==> config.mk <==
export PLATFORM = sky130hd
export DESIGN_NAME = uart_tx_arbiter
export DESIGN_NICKNAME = d
export VERILOG_FILES = /design/src/rtl/uart_tx_arbiter.sv
export SDC_FILE = /design/constraint.sdc
export NUM_CORES = 1
export LEC_CHECK = 0
export ABC_AREA = 1
export BUFFER_PORTS_ARGS = -buffer_cell sky130_fd_sc_hd__buf_2
export CAP_MARGIN = 30
export CORE_ASPECT_RATIO = 0.7
export CORE_UTILIZATION = 55
export CTS_BUF_LIST = sky130_fd_sc_hd__clkbuf_4
export DETAILED_ROUTE_END_ITERATION = 8
export PLACE_DENSITY_LB_ADDON = 0.05
export RECOVER_POWER = 25
export SLEW_MARGIN = 20
export SYNTH_ARGS = -nofsm -noshare
export SYNTH_HDL_FRONTEND = slang
export SYNTH_SLANG_ARGS = --single-unit
==> constraint.sdc <==
create_clock -name i_clk -period 2.5 [get_ports i_clk]
set_clock_uncertainty 0.2 [all_clocks]
set_input_delay 0.25 -clock i_clk [delete_from_list [all_inputs] [get_ports i_clk]]
set_output_delay 0.25 -clock i_clk [all_outputs]
set_load 0.02 [all_outputs]
==> src/rtl/uart_tx_arbiter.sv <==
// Round-robin arbiter sharing one UART transmitter between NUM_REQ byte producers.
// Each grant is held until the transmitter reports completion or a watchdog expires.
module uart_tx_arbiter #(
    parameter int unsigned  NUM_REQ        = 4,
    parameter int unsigned  DATA_W         = 8,
    parameter int unsigned  TIMEOUT_CYCLES = 2604,
    parameter int unsigned  GAP_CYCLES     = 2,
    localparam int unsigned ID_W           = $clog2(NUM_REQ)
) (
    input  logic                      i_clk,
    input  logic                      i_reset,
    input  logic [NUM_REQ-1:0]        i_req,
    input  logic [NUM_REQ*DATA_W-1:0] i_data,
    output logic [NUM_REQ-1:0]        o_ack,
    output logic                      o_tx_dr,
    output logic [DATA_W-1:0]         o_tx_data,
    input  logic                      i_tx_done,
    output logic                      o_busy,
    output logic [ID_W-1:0]           o_grant_id,
    output logic                      o_timeout
);

    localparam int unsigned WD_W  = $clog2(TIMEOUT_CYCLES + 1);
    localparam int unsigned GAP_W = $clog2(GAP_CYCLES + 1);

    typedef enum logic [1:0] {
        IDLE,
        WAIT_DONE,
        GAP
    } state_t;

    state_t              state_q, state_d;
    logic [NUM_REQ-1:0]  ack_q, ack_d;
    logic                tx_dr_q, tx_dr_d;
    logic [DATA_W-1:0]   tx_data_q, tx_data_d;
    logic                busy_q, busy_d;
    logic [ID_W-1:0]     grant_id_q, grant_id_d;
    logic                timeout_q, timeout_d;
    logic [WD_W-1:0]     wd_q, wd_d;
    logic [GAP_W-1:0]    gap_q, gap_d;

    logic                req_found;
    logic [ID_W-1:0]     win_id;
    logic [ID_W-1:0]     idx_w;
    int unsigned         idx;

    // The last grantee doubles as the round-robin pointer; search starts just above it.
    always_comb begin
        req_found = 1'b0;
        win_id    = grant_id_q;
        idx       = 0;
        idx_w     = '0;
        for (int unsigned i = 1; i <= NUM_REQ; i++) begin
            idx   = (32'(grant_id_q) + i) % NUM_REQ;
            idx_w = ID_W'(idx);
            if (!req_found && i_req[idx_w]) begin
                req_found = 1'b1;
                win_id    = idx_w;
            end
        end
    end

    always_comb begin
        state_d    = state_q;
        ack_d      = '0;
        tx_dr_d    = 1'b0;
        tx_data_d  = tx_data_q;
        grant_id_d = grant_id_q;
        timeout_d  = 1'b0;
        wd_d       = wd_q;
        gap_d      = gap_q;

        case (state_q)
            IDLE: begin
                if (req_found) begin
                    ack_d[win_id] = 1'b1;
                    tx_dr_d       = 1'b1;
                    tx_data_d     = i_data[32'(win_id)*DATA_W +: DATA_W];
                    grant_id_d    = win_id;
                    wd_d          = '0;
                    state_d       = WAIT_DONE;
                end
            end
            WAIT_DONE: begin
                // wd_q counts cycles since the strobe; a done seen during the strobe
                // cycle (tx_dr_q high) belongs to the previous frame.
                wd_d = wd_q + WD_W'(1);
                if (!tx_dr_q && i_tx_done) begin
                    state_d = GAP;
                    gap_d   = '0;
                end else if (wd_q == WD_W'(TIMEOUT_CYCLES - 1)) begin
                    timeout_d = 1'b1;
                    state_d   = GAP;
                    gap_d     = '0;
                end
            end
            GAP: begin
                if (gap_q == GAP_W'(GAP_CYCLES - 1)) begin
                    state_d = IDLE;
                end else begin
                    gap_d = gap_q + GAP_W'(1);
                end
            end
            default: state_d = IDLE;
        endcase

        busy_d = (state_d != IDLE);
    end

    always_ff @(posedge i_clk) begin
        if (i_reset) begin
            state_q    <= IDLE;
            ack_q      <= '0;
            tx_dr_q    <= 1'b0;
            tx_data_q  <= '0;
            busy_q     <= 1'b0;
            grant_id_q <= ID_W'(NUM_REQ - 1);
            timeout_q  <= 1'b0;
            wd_q       <= '0;
            gap_q      <= '0;
        end else begin
            state_q    <= state_d;
            ack_q      <= ack_d;
            tx_dr_q    <= tx_dr_d;
            tx_data_q  <= tx_data_d;
            busy_q     <= busy_d;
            grant_id_q <= grant_id_d;
            timeout_q  <= timeout_d;
            wd_q       <= wd_d;
            gap_q      <= gap_d;
        end
    end

    assign o_ack      = ack_q;
    assign o_tx_dr    = tx_dr_q;
    assign o_tx_data  = tx_data_q;
    assign o_busy     = busy_q;
    assign o_grant_id = grant_id_q;
    assign o_timeout  = timeout_q;

endmodule
[Word level (Yosys, flattened, before mapping)]
Index checks and enable logic that the tools add are counted.
Storage, ports and cells
  flip-flop bits (word level): 33
  input bits: 39
  output and inout port bits: 17
Cells by class
  add/sub/neg operators: 6
  $lt $le $gt $ge: 6
  equal/unequal tests: 7
  shifts and indexed selects: 1
  mux-type cells: 31
  bitwise logic cells: 3
  reductions and logical operators: 19
Operators by type and width (count)
  $shiftx 32x6->8: 1
  $pmux 12 s2: 1
  $mux 2: 11
  $lt 2x3->1 const B: 5
  $add 12x1->12 const B: 1
  $eq 12x12->1 const B: 1
  $mux 12: 1
  $mux 1: 11
  $bmux 1 s2: 4
  $add 2x1->2 const B: 3
  $pmux 2 s3: 1
  $reduce_bool 2->1: 3
  $reduce_or 3->1: 2
  $logic_and 1x1->1: 5
  $add 2x2->2 const B: 2
  $eq 2x1->1 const B: 2
  $logic_not 1->1: 4
  $ne 2x2->1 const B: 2
  $pmux 2 s2: 1
  $reduce_and 2->1: 2
  $ne 3x3->1 const B: 1
  $not 1->1: 3
  $reduce_and 3->1: 1
  $demux 1 s2: 1
  other kinds (4): 4

[Logic depth before layout (Yosys ltp)]
  depth after elaboration: 17
  depth in mapped cells: 16

[Least setup slack after synthesis]
Ideal clock, no wire load.
  kind: register to register
  start point: register grant_id_q[0] (netlist: o_grant_id[0])
  end point: register wd_q[5]
  library setup time: 0.133 ns
  arrival time: 1.653 ns
  slack: 0.514 ns
  stages on the path, launching flop included: 14
  buffers on the path: 2
  period minus slack after synthesis: 1.986 ns
  cells stage by stage: dfxtp_1 inv_2 buf_6 nand2_1 nand2_2 nand2_2 nand2_4 nor3_4 nand2_2 nand2_4 nand2_1 buf_2 nand2_1 a21oi_1
On the way
  word-level cells in the longest chain between the ends: 15
  elaborated cells between the ends (all ways): 24
RTL lines
  from (decl): RTL line 37  | logic [ID_W-1:0] grant_id_q, grant_id_d;
  from (signal assigned): RTL line 117  | grant_id_q <= ID_W'(NUM_REQ - 1);
  from (signal assigned): RTL line 127  | grant_id_q <= grant_id_d;
  $add 2x1->2: RTL line 54  | idx = (32'(grant_id_q) + i) % NUM_REQ;
  $bmux 1 s2: RTL line 56  | if (!req_found && i_req[idx_w]) begin
  $mux 1 (not written as such): RTL line 56
  $mux 1: RTL line 56
  $logic_not 1->1: RTL line 56
  $logic_and 1x1->1: RTL line 56
  $mux 1: RTL line 56
  $logic_not 1->1: RTL line 56
  $logic_and 1x1->1: RTL line 56
  $mux 1: RTL line 56
  $logic_not 1->1: RTL line 56
  $logic_and 1x1->1: RTL line 56
  $mux 1 *: RTL line 56
  $ne 2x2->1 (no source line) *
  $reduce_and 2->1 (no source line) *
  to (signal assigned): RTL line 129  | wd_q <= wd_d;
  to (decl): RTL line 39  | logic [WD_W-1:0] wd_q, wd_d;
Mark *: on every way between the ends. The rest lies on a longest branch, timed or not. The select of a mux whose other input is x is not followed.
A chain may end at the register's enable or synchronous reset.

[Final worst setup path]
  start point: register grant_id_q[0] (netlist: o_grant_id[0])
  end point: register tx_data_q[5] (netlist: o_tx_data[5])
On the way
  word-level cells in the longest chain between the ends: 14
  elaborated cells between the ends (all ways): 28
RTL lines
  $add 2x1->2: RTL line 54
  $bmux 1 s2: RTL line 56
  $mux 1 (not written as such): RTL line 56
  $mux 1: RTL line 56
  $logic_not 1->1: RTL line 56
  $logic_and 1x1->1: RTL line 56
  $mux 1: RTL line 56
  $logic_not 1->1: RTL line 56
  $logic_and 1x1->1: RTL line 56
  $mux 1: RTL line 56
  $logic_not 1->1: RTL line 56
  $logic_and 1x1->1: RTL line 56
  $mux 2 / $mux 1 (equally long branches): RTL line 56
  $shiftx 32x6->8 / $reduce_and 2->1 (equally long branches)
  to (signal assigned): RTL line 125  | tx_data_q <= tx_data_d;
  to (decl): RTL line 35  | logic [DATA_W-1:0] tx_data_q, tx_data_d;
Several ways; a longest one is shown, not always the timed one. The select of a mux whose other input is x is not followed.

==> out/qor.yml <==
period_share: 0.901
ys_seq_area_frac: 0.296
clock_path_buffers: 2
power.share.sequential: 0.248
worstSetupStartpoint: "o_grant_id[0]"
cp-start-kind: "flop"
num_vias: 2357
worstPathCellList: "buf_4, nand2_1, nand2_1, nand2_2, nand2_4, nand2_1, nand2_1, nand2_2, nand2_2, nand2_1, nand2_1, nand2_1, nand3_1, nand2_1"
syn_to_final_growth_pct: 16.6
reg2reg_depth: 14
worstPathRequired_ns: 2.55
met3WireLength_um: 434
swShare: 0.498
yosys_register_bits: 33
dieWidth_um: 78.2
crit_buf_inv: 1
synth_top_area_frac: 0.296
drtAntennaViolNets: 0
wirelength_um: 5620
dp_cells: 443
reg2reg_from: "o_grant_id[0]"
synthCells: 346
critical_path_class: "flop to flop"
endpoint: "o_tx_data[5]"
gp_congestion: 0.902
slowest_stage: "dfxtp_1"
end_kind: "flop"
synth-edff-count: 0
cts_made_buffers: 5
clkPwrFrac: 0.176
pin_count: 56
r2r-end: "o_tx_data[5]"
fin_setup_tns_ns: 0
timing.reg2reg.setup_slack_ns: 0.25
power_leakage_nw: 1.27
cts_setup_buffers: 0
setup_viol: 0
fill_cells: 329
grt_start_max_net_pins: 18
chipHeight_um: 55.3
slew_headroom: 0.745
setup_ws_ns: 0.246
antenna_found_initial: 0
first_pass_iters: 4
dp_slack_ns: 0.303
synth_common_cells: "nand2_1 (101), nand3_1 (63), dfxtp_1 (33), inv_1 (30), nor2_1 (25)"
worst_slew_pin_slew_ns: 0.382
grt_first_pass_wirelength_um: 9470
routed-wl-met2_um: 2270
layout.nets: 445
syn_area_um2: 2230
cp_common_cell: "nand2_1"
rsz0062_at_grt: "no"
fin_cells: 451
ys.warnings.count: 0
start_util: 0.605
synthDistinctLibCells: 28
antenna_cells: 0
cap_violations: 0
clock_latency_ns: 0.35
highest_layer: "met4"
p_sw_mw: 1.45
clkSinkCount: 33
ir_drop_mv: 0.671
cts_tree: "done"
synth_ff_type: "dfxtp_1"
cts_hold_buf: 0
grt_use_total: 0.279
critical-path-top-delay-family: "simple AND/OR/NAND/NOR gates"
yosys.area.top_type: "dfxtp_1"
synthArstFlopShare: 0
synth_most_common_cell: "nand2_1"
comb_power_share: 0.577
die_area_um2: 4320
critPathMaxStageDelay_ns: 0.45
wl_met1_um: 2820
drc: 0
syn_avg_cell_area_um2: 6.45
status: "complete, no violations"
port-buffer-count: 55
core_area_um2: 3690
worstPathMaxFanout: 17
dp_hpwl_um: 4180
p_int_mw: 1.46
drtIter0Drc: 209
ctsHtreeMaxLevel: 2
power.density_nw_per_um2: 1120
timing.fmax_mhz: 444
final_max_slew_viol_count: 0
drive_above_1_share: 0.202
synth_area_leaders: "dfxtp_1 (30%), nand2_1 (17%), nand3_1 (14%), inv_1 (5.0%), nor2_1 (4.2%)"
arrival_ns: 2.30
grt_overflow_total: 0
clk_pin_slew_worst_paths_ns: 0.11
synth_fp_nets: 391
root_buffer: "clkbuf_4"
hold_viol_final: 0
hold_path.class: "input port to flop"
vias_per_cell: 5.23
min_from: "i_tx_done"
grt_pass1_vias: 2140
ctsResizeCount: 0
cp.depth: 14
min_period_ns: 2.25
wl_per_cell_um: 12.5
rows: 18
==> flip-flops by register name, indices dropped and copies added (netlist names) <==
signal      count
o_busy          1
o_timeout       1
o_tx_data       8
gap_q           2
o_grant_id      2
o_tx_dr         1
state_q         2
o_ack           4
wd_q           12
==> tightest hold or removal path, cell delays in order <==
cell and delay, ns:
buf_2 0.07, inv_1 0.03, nor2_1 0.12, nor4_1 0.07
==> worst min path at each step <==
stage              endpoint  slack [ns]  cells past startpoint
6_report          o_timeout        0.03                      4
4_1_cts           o_timeout        0.03                      4
3_5_place_dp   o_tx_data[3]        0.24                      2
2_1_floorplan      gap_q[1]        0.24                      2
3_3_place_gp   o_tx_data[3]        0.24                      2
5_1_grt           o_timeout        0.04                      4
==> through the flow <==
stage	hold slack, ns	power [mW]	instance area [µm²]	util
final	0.0321	2.91	2610	0.705
after global routing	0.0355	3.14	2610	0.705
after CTS	0.0255	2.91	2620	0.709
after detailed placement	0.243	2.39	2520	0.682
after global placement	0.237	2.37	2520	0.682
after floorplan	0.240	2.07	2230	-
==> routing by layer <==
metal | track usage | vias to the layer above
li1 | - | 1221
met1 | 0.413 | 1032
met2 | 0.382 | 93
met3 | 0.0711 | 11
met4 | 0.111 | 0
met5 | 0 | -
==> power groups by stage <==
stage	clock network, mW	logic (mW)	registers (mW)
after floorplan	0	1.24	0.827
after global placement	0	1.64	0.727
after detailed placement	0	1.66	0.727
after CTS	0.515	1.67	0.718
after global routing	0.540	1.86	0.732
final	0.512	1.68	0.721
==> cells by family (layout without fill, tap and decap cells) <==
family	after synthesis	in the layout	share of synthesized area
flops	33	33	0.296
simple gates	228	228	0.480
xor+xnor	10	10	0.0392
buf+inv	49	104	0.101
compound gates	20	20	0.0499
fa+ha+maj	6	6	0.0336
==> area by class of cell <==
cell class | count | area (µm²) | share of cell area
multi-input cells | 264 | 1350 | 0.517
well taps | 50 | 62.6 | 0.0240
inverters | 36 | 135 | 0.0519
repair buffers | 60 | 298 | 0.114
clock inverters | 3 | 65.1 | 0.0250
clock buffers | 5 | 37.5 | 0.0144
flip-flops and latches | 33 | 661 | 0.254
==> placed cells by master, fill, tap and decap left out <==
cell type,synthesis,routed
a21oi_1,18,18
a21oi_4,1,1
buf_2,4,43
buf_4,2,5
bufinv_16,0,2
clkbuf_1,2,12
clkbuf_4,0,5
clkinv_2,0,1
dfxtp_1,33,33
ha_1,6,6
inv_1,30,30
inv_2,6,6
nand2_1,101,101
nand2_2,11,11
nand2_4,3,3
nand3_1,63,63
nand3_2,2,2
nand3b_1,8,8
nand4_1,4,4
nor2_1,25,25
nor3_1,4,4
nor3_4,1,1
nor3b_1,2,2
nor4_1,2,2
o21ai_0,1,1
or2_0,1,1
or2_2,1,1
xnor2_1,2,2
xor2_1,8,8
Power figures use the tool's default switching activity.
